`config.mk`:
```
export PLATFORM = sky130hd
export DESIGN_NAME = pipe_drain_buffer
export DESIGN_NICKNAME = d
export VERILOG_FILES = /design/src/rtl/pipe_drain_buffer.sv
export SDC_FILE = /design/constraint.sdc
export NUM_CORES = 1
export LEC_CHECK = 0
export CAP_MARGIN = 30
export CORE_ASPECT_RATIO = 0.7
export CORE_MARGIN = 4
export CORE_UTILIZATION = 50
export DETAILED_ROUTE_END_ITERATION = 10
export PLACE_DENSITY = 0.73
export SYNTH_ARGS = -nofsm -noshare
export SYNTH_HDL_FRONTEND = slang
export SYNTH_SLANG_ARGS = --single-unit
```
`constraint.sdc`:
```
create_clock -name clk -period 2.63 [get_ports clk]
set_clock_uncertainty 0.15 [all_clocks]
set_input_delay 0.526 -clock clk [delete_from_list [all_inputs] [get_ports clk]]
set_output_delay 0.526 -clock clk [all_outputs]
set_load 0.02 [all_outputs]
```
`src/rtl/pipe_drain_buffer.sv`:
```
`default_nettype none
// ============================================================================
// Module   : pipe_drain_buffer
// Purpose  : Credit-guarded drain FIFO at the tail of a fixed-latency pipe.
//            Optional error detection: PIPE_DRAIN_BUFFER_ERR_CHECK_EN.
// Revision : 1.0
// ============================================================================
module pipe_drain_buffer #(
  parameter int BITWIDTH = 8,
  parameter int DEPTH    = 8
) (
  input  logic                     clk,
  input  logic                     rst,
  input  logic                     issue_valid,
  output logic                     issue_ready,
  input  logic                     in_valid,
  input  logic [BITWIDTH-1:0]      in_data,
  output logic                     out_valid,
  input  logic                     out_ready,
  output logic [BITWIDTH-1:0]      out_data,
  output logic [$clog2(DEPTH):0]   level,
  output logic                     err
);

  localparam int AW = $clog2(DEPTH);
  localparam int CW = AW + 1;
  localparam logic [CW-1:0] C_DEPTH = CW'(DEPTH);

  generate
    if ((DEPTH < 2) || ((DEPTH & (DEPTH - 1)) != 0)) begin : g_depth_check
      $error("pipe_drain_buffer: DEPTH must be a power of two >= 2");
    end
  endgenerate

  logic [BITWIDTH-1:0] r_mem [DEPTH];
  logic [AW-1:0]       r_wr_ptr;
  logic [AW-1:0]       r_rd_ptr;
  logic [CW-1:0]       r_level;
  logic [CW-1:0]       r_inflight;

  logic                w_issue;
  logic                w_pop;
  logic                w_full;
  logic                w_store;
  logic [CW:0]         w_credit;

  // Credit check uses one extra bit so level + inflight cannot wrap.
  assign w_credit    = {1'b0, r_level} + {1'b0, r_inflight};
  assign issue_ready = (w_credit < {1'b0, C_DEPTH});
  assign w_issue     = issue_valid && issue_ready;
  assign out_valid   = (r_level != '0);
  assign w_pop       = out_valid && out_ready;
  assign w_full      = (r_level == C_DEPTH);
  assign w_store     = in_valid && (!w_full || w_pop);
  assign out_data    = r_mem[r_rd_ptr];
  assign level       = r_level;

  always_ff @(posedge clk) begin
    if (w_store) begin
      r_mem[r_wr_ptr] <= in_data;
    end
  end

  always_ff @(posedge clk or posedge rst) begin
    if (rst) begin
      r_wr_ptr   <= '0;
      r_rd_ptr   <= '0;
      r_level    <= '0;
      r_inflight <= '0;
    end else begin
      if (w_store) begin
        r_wr_ptr <= r_wr_ptr + AW'(1);
      end
      if (w_pop) begin
        r_rd_ptr <= r_rd_ptr + AW'(1);
      end
      case ({w_store, w_pop})
        2'b10:   r_level <= r_level + CW'(1);
        2'b01:   r_level <= r_level - CW'(1);
        default: r_level <= r_level;
      endcase
      // An orphan push (nothing in flight) leaves the counter pinned at zero.
      if (w_issue && !in_valid) begin
        r_inflight <= r_inflight + CW'(1);
      end else if (!w_issue && in_valid && (r_inflight != '0)) begin
        r_inflight <= r_inflight - CW'(1);
      end
    end
  end

`ifdef PIPE_DRAIN_BUFFER_ERR_CHECK_EN
  logic r_err;
  logic w_err_event;

  assign w_err_event = in_valid && ((w_full && !w_pop) || (r_inflight == '0));

  always_ff @(posedge clk or posedge rst) begin
    if (rst) begin
      r_err <= 1'b0;
    end else if (w_err_event) begin
      r_err <= 1'b1;
    end
  end

  assign err = r_err;
`else
  assign err = 1'b0;
`endif

endmodule
`default_nettype wire

```
### Word-level counts from Yosys, hierarchy flattened

Memory sizes are Yosys's and may differ from the RTL's.
Cells that the tools add are included.

| storage, ports and cells | value |
|---|---|
| register bits after elaboration | 14 |
| latch bits | 0 |
| RAM bits | 64 |
| bits in read-only memories | 0 |
| input port bits | 13 |
| output and inout port bits | 15 |
| logic and storage cells | 35 |
| memories | 1 |

Memories:

| name | words | width | read ports | clocked after memory_dff | wr ports | RTL line | text |
|---|---|---|---|---|---|---|---|
| r_mem | 8 | 8 | 1 | 0 | 1 | 35 | `logic [BITWIDTH-1:0] r_mem [DEPTH];` |

| cells by class | value |
|---|---|
| add/sub/neg operators | 7 |
| $mul | 0 |
| divide/modulo/power cells | 0 |
| $lt $le $gt $ge | 1 |
| eq/ne operators | 3 |
| shifts and indexed selects | 0 |
| muxes and demuxes | 5 |
| bitwise logic cells | 0 |
| reduce and logical (&&, ||, !) cells | 14 |

Operators with widths:

| cell | number |
|---|---|
| 4-bit by 1-bit adder with 4-bit output (second input constant) | 2 |
| 4-bit two-way mux | 2 |
| 4-bit case mux with 2 select lines | 1 |
| 4-bit nonzero test | 2 |
| 4-bit by 1-bit subtractor with 4-bit output (second input constant) | 2 |
| 3-bit by 1-bit adder with 3-bit output (second input constant) | 2 |
| 1-bit logical AND | 6 |
| 4-bit by 4-bit adder with 5-bit output | 1 |
| 5-bit by 4-bit less-than comparator with 1-bit output (second input constant) | 1 |
| 4-bit == test (second input constant) | 1 |
| 2-bit nonzero test | 2 |
| 1-bit zero test | 3 |
| 2-bit by 1-bit == test with 1-bit output (second input constant) | 1 |
| 2-bit == test (second input constant) | 1 |
| 1-bit two-way mux | 2 |
| 1-bit logical OR | 1 |

### Longest topological paths before layout

| depth | value |
|---|---|
| depth after elaboration | 8 |
| gate-level depth with buffers | 9 |
| gate-level depth less buffers | 9 |

### Least setup slack after synthesis

Ideal clock, no wire load.

| timing path | value |
|---|---|
| path type | register -> register |
| start | reg r_level[3], in the netlist level[3] |
| end | reg r_inflight[3] |
| library setup time | 123 ps |
| arrival time | 2449 ps |
| data required time | 2357 ps |
| setup slack | -91 ps |
| cell stages (with the launch flop) | 10 |
| buffers on the path | 0 |
| clock period less this slack | 2721 ps |
| cell sequence | dfrtp_1 ha_1 nor3_1 o211ai_2 or2_2 ha_1 a21oi_1 and3b_1 mux2i_1 xnor2_1 |

| on the way | value |
|---|---|
| longest elaborated chain between the ends | 7 |
| elaborated cells on any way between the ends | 9 |
| classes of those cells | add/sub (1); order compare (1); mux (1); reduce/logical (6) |

Ends and longest elaborated chain:

| what | RTL line | text |
|---|---|---|
| from (decl) | 38 | `logic [CW-1:0] r_level;` |
| from (signal assigned) | 78 | `2'b10: r_level <= r_level + CW'(1);` |
| from (signal assigned) | 79 | `2'b01: r_level <= r_level - CW'(1);` |
| from (signal assigned) | 80 | `default: r_level <= r_level;` |
| 4-bit by 4-bit adder with 5-bit output * | 48 | `assign w_credit = {1'b0, r_level} + {1'b0, r_inflight};` |
| 5-bit by 4-bit less-than comparator with 1-bit output * | 49 | `assign issue_ready = (w_credit < {1'b0, C_DEPTH});` |
| 1-bit logical AND * | 50 | `assign w_issue = issue_valid && issue_ready;` |
| 1-bit zero test | 85 | `end else if (!w_issue && in_valid && (r_inflight != '0)) begin` |
| 1-bit logical AND (2 in a row) | 85 |  |
| 2-bit nonzero test (no line) | n/a |  |
| to (signal assigned) | 84 | `r_inflight <= r_inflight + CW'(1);` |
| to (signal assigned) | 86 | `r_inflight <= r_inflight - CW'(1);` |
| to (decl) | 39 | `logic [CW-1:0] r_inflight;` |

Mark *: on every way between the ends. The rest lies on a longest branch, timed or not.
A chain may end at the register's enable or synchronous reset.

### Final worst setup path

| timing path | value |
|---|---|
| start | reg r_rd_ptr[0] |
| end | out out_data[5] |

| on the way | value |
|---|---|
| longest elaborated chain between the ends | 1 |

Ends and longest elaborated chain:

| what | RTL line | text |
|---|---|---|
| from (decl) | 37 | `logic [AW-1:0] r_rd_ptr;` |
| from (signal assigned) | 75 | `r_rd_ptr <= r_rd_ptr + AW'(1);` |
| memory read 8 x 8 bit | n/a |  |
| to (decl) | 20 | `output logic [BITWIDTH-1:0] out_data,` |

Every way passes these cells.

==> impl_metrics.csv <==
group,metric,value,unit
outcome,status,"complete, but fails checks",
outcome,violations,"setup timing",
layout,layout_common_cells,"edfxtp_1, buf_4, mux4_2, clkdlybuf4s50_1, dfrtp_1",
worst_setup_path,reg2reg_from,"level[3]$_DFFE_PP0P_",
timing,rsz0062_at_grt,"true",
min_path,whs_path_depth,1,
logic_synthesis,yosysWarningCount,0,
logic_synthesis,syn_area_per_cell,18.3,sq um
logic_synthesis,yosysSeqAreaShare,67.2,%
cts,holdBufCountCts,0,
detailed_routing,dr.pass1.iters,4,
timing,fin_crit_sh,100,%
timing,tns,-7.35,ps
floorplan,fp-row-count,24,
pwr,leakage,0.00163,uW
layout,drive_above_1_share,38.3,%
min_path,worst_hold_path.endpoint,"r_inflight[3]$_DFFE_PP0P_",
layout,finalNonFillerCells,344,
worst_setup_path,worstSetupStartpointType,"flop",
floorplan,core_area,0.00640,sq mm
timing,fin_ws,-7.35,ps
logic_synthesis,syn_nets,209,
floorplan,die-height,76.8,um
cts,cts_tree,"yes",
grt,grt_antenna_before_repair,0,
timing,period_needed,2640,ps
logic_synthesis,synthFlopType,"edfxtp_1",
run,drv_cap,0,
detailed_routing,drcViolationCount,0,
detailed_routing,wire_per_inst,20.1,um
worst_setup_path,reg2regPathDepth,9,
layout,nets,272,
grt,gr-total-overflow,0,
detailed_routing,dr.first_iter.drc_count,109,
logic_synthesis,synth_area,0.00338,sq mm
layout,syn2layout_area_growth,27.2,%
floorplan,ios,28,
logic_synthesis,ys_ff_latch,78,
detailed_routing,finalWirelength,6910,um
detailed_routing,postRouteAntennaNets,0,
timing,finalSetupViolCount,1,
cts,htree_levels,3,
timing,drv_slew,0,
cts,clkSinkCount,78,
worst_setup_path,rr_endpoint,"r_inflight[3]$_DFFE_PP0P_",
grt,gr-usage-all-layers,17.7,%
logic_synthesis,async_reset_ff_share,17.9,%
logic_synthesis,syn_inst,185,
detailed_routing,routed_via_density,5.47,
worst_setup_path,cp_max_fo,5,
floorplan,start_util,52.9,%
timing,worstMarginPinSlew,638,ps
grt,grt_pass1_wl,10700,um
min_path,hold_path.class,"flop to flop",
min_path,hold_path_startpoint,"r_inflight[3]$_DFFE_PP0P_",
layout,fin_util,67.2,%
cts,cts_root_buf,"clkbuf_8",
timing,timing.fmax,379,MHz
cts,numCtsBuffers,9,
logic_synthesis,synth_enable_flop_cells,64,
floorplan,die-area,0.00816,sq mm
worst_setup_path,cp.arrival,1960,ps
grt,grt_pass1_vias,2029,
timing,max_slew_margin,57.5,%
layout,antenna_cells,0,
logic_synthesis,ys_types,38,
placed_design,dp_hpwl,4690,um
placed_design,dp_cells,323,
timing,hold_viol_final,0,
worst_setup_path,r2r_slack,150,ps
timing,whs,371,ps
worst_setup_path,critical_path.cell_chain,"buf_12, buf_4, mux4_2, mux2_2, buf_2",
cts,worstSkewPairLatency,340,ps
worst_setup_path,cp_slowest_cell,"mux4_2",
floorplan,die_x,106,um
worst_setup_path,cp_data_required_time,1950,ps
layout,final_common_cell,"edfxtp_1",
grt,grt_start_max_net_pins,18,
cts,clock_path_buffers,2,
detailed_routing,vias,1883,
pwr,ir_drop,670,uV
pwr,power.density,1190,mW/mm^2
worst_setup_path,path_class,"flop to primary output",
worst_setup_path,crit_path_end_kind,"primary output",
cts,clk_pin_slew_worst_paths,80,ps
worst_setup_path,slowest_delay,470,ps
placed_design,port_buffers,26,
placed_design,gp_congestion,0.857,
-- cells by family (layout without fill, tap and decap cells) --
logic type	count (synthesis)	after routing	share of synthesized area, %
XOR/XNOR	9	9	2.33
AO/OA/AOI/OAI	13	13	3.59
adder cells (fa/ha/maj)	11	11	4.51
buffers and inverters	12	80	1.92
other	1	1	0.111
multiplexers	31	31	15.6
AND/OR/NAND/NOR	30	30	4.74
flip-flops	78	78	67.2
-- flip-flops by register name, summed over array words and instances, names as in the netlist --
register	cells
level	4
r_inflight	4
r_mem	64
r_rd_ptr	3
r_wr_ptr	3
-- power breakdown --
part / switching [uW] / internal (uW) / total [uW] / leakage (uW)
Combinational: 1010 / 1230 / 2250 / 0.000774
Clock: 418 / 635 / 1050 / 0.000114
Sequential: 234 / 1590 / 1820 / 0.000743
-- cell type report --
cell class | count | area [sq um]
Timing Repair Buffer | 59 | 559
Sequential cell | 78 | 2280
Tap cell | 91 | 114
Clock inverter | 5 | 106
Multi-Input combinational cell | 95 | 1090
Fill cell | 428 | 2100
Clock buffer | 11 | 131
Inverter | 5 | 18.8
-- synth_stat cells, types with 2 or more instances --
cell | n | area [sq um]
a21oi_1 | 3 | 15.0
buf_4 | 3 | 22.5
dfrtp_1 | 14 | 350
edfxtp_1 | 64 | 1920
fa_1 | 2 | 40.0
ha_1 | 9 | 113
inv_1 | 5 | 18.8
mux2_2 | 10 | 113
mux2i_1 | 4 | 40.0
mux4_2 | 16 | 360
nand2_1 | 9 | 33.8
nand2b_1 | 4 | 25.0
nor2_1 | 6 | 22.5
nor3_1 | 3 | 15.0
o211ai_2 | 2 | 25.0
o21a_1 | 2 | 15.0
xnor2_1 | 5 | 43.8
xor2_1 | 4 | 35.0
-- timing repair --
item                                    4_1_cts  5_1_grt
gates cloned                                  0        2
endpoints found under the setup margin       10        8
buffers inserted                              1        2
resized for setup                            33       23
hold endpoints to repair                      0        0
-- critical path, delay by kind of cell (launching register included) --
kind	cells	cell delay (ps)
DFF	1	460
buffers and inverters	3	420
muxes	2	740
-- stage by stage --
stage	instance area (sq um)	worst slack, ps	total power [uW]
after global placement	3950	1.36	3760
after CTS	4160	-68.5	4840
after floorplan	3390	18.4	3090
after global routing	4300	-72.6	5390
final	4300	-7.35	5120
after detailed placement	3950	-164	3880
-- how the worst max path moves through the flow --
stage	start	to	slack (ps)	depth (start not counted)
2_1_floorplan	level[3]$_DFFE_PP0P_	r_inflight[3]$_DFFE_PP0P_	20	9
3_3_place_gp	out_ready	level[3]$_DFFE_PP0P_	1	9
3_5_place_dp	out_ready	level[3]$_DFFE_PP0P_	-160	9
4_1_cts	r_rd_ptr[0]$_DFFE_PP0N_	out_data[1]	-70	4
5_1_grt	r_rd_ptr[0]$_DFFE_PP0N_	out_data[5]	-70	5
6_report	r_rd_ptr[0]$_DFFE_PP0N_	out_data[5]	-7	5
-- routing by layer --
| layer | track usage [%] | wire [um] |
|---|---|---|
| met5 | 0 | 0 |
| met3 | 4.78 | 282 |
| met2 | 30.1 | 3470 |
| met1 | 22.0 | 3060 |
| met4 | 5.82 | 99 |
(Power assumes the default switching activity.)
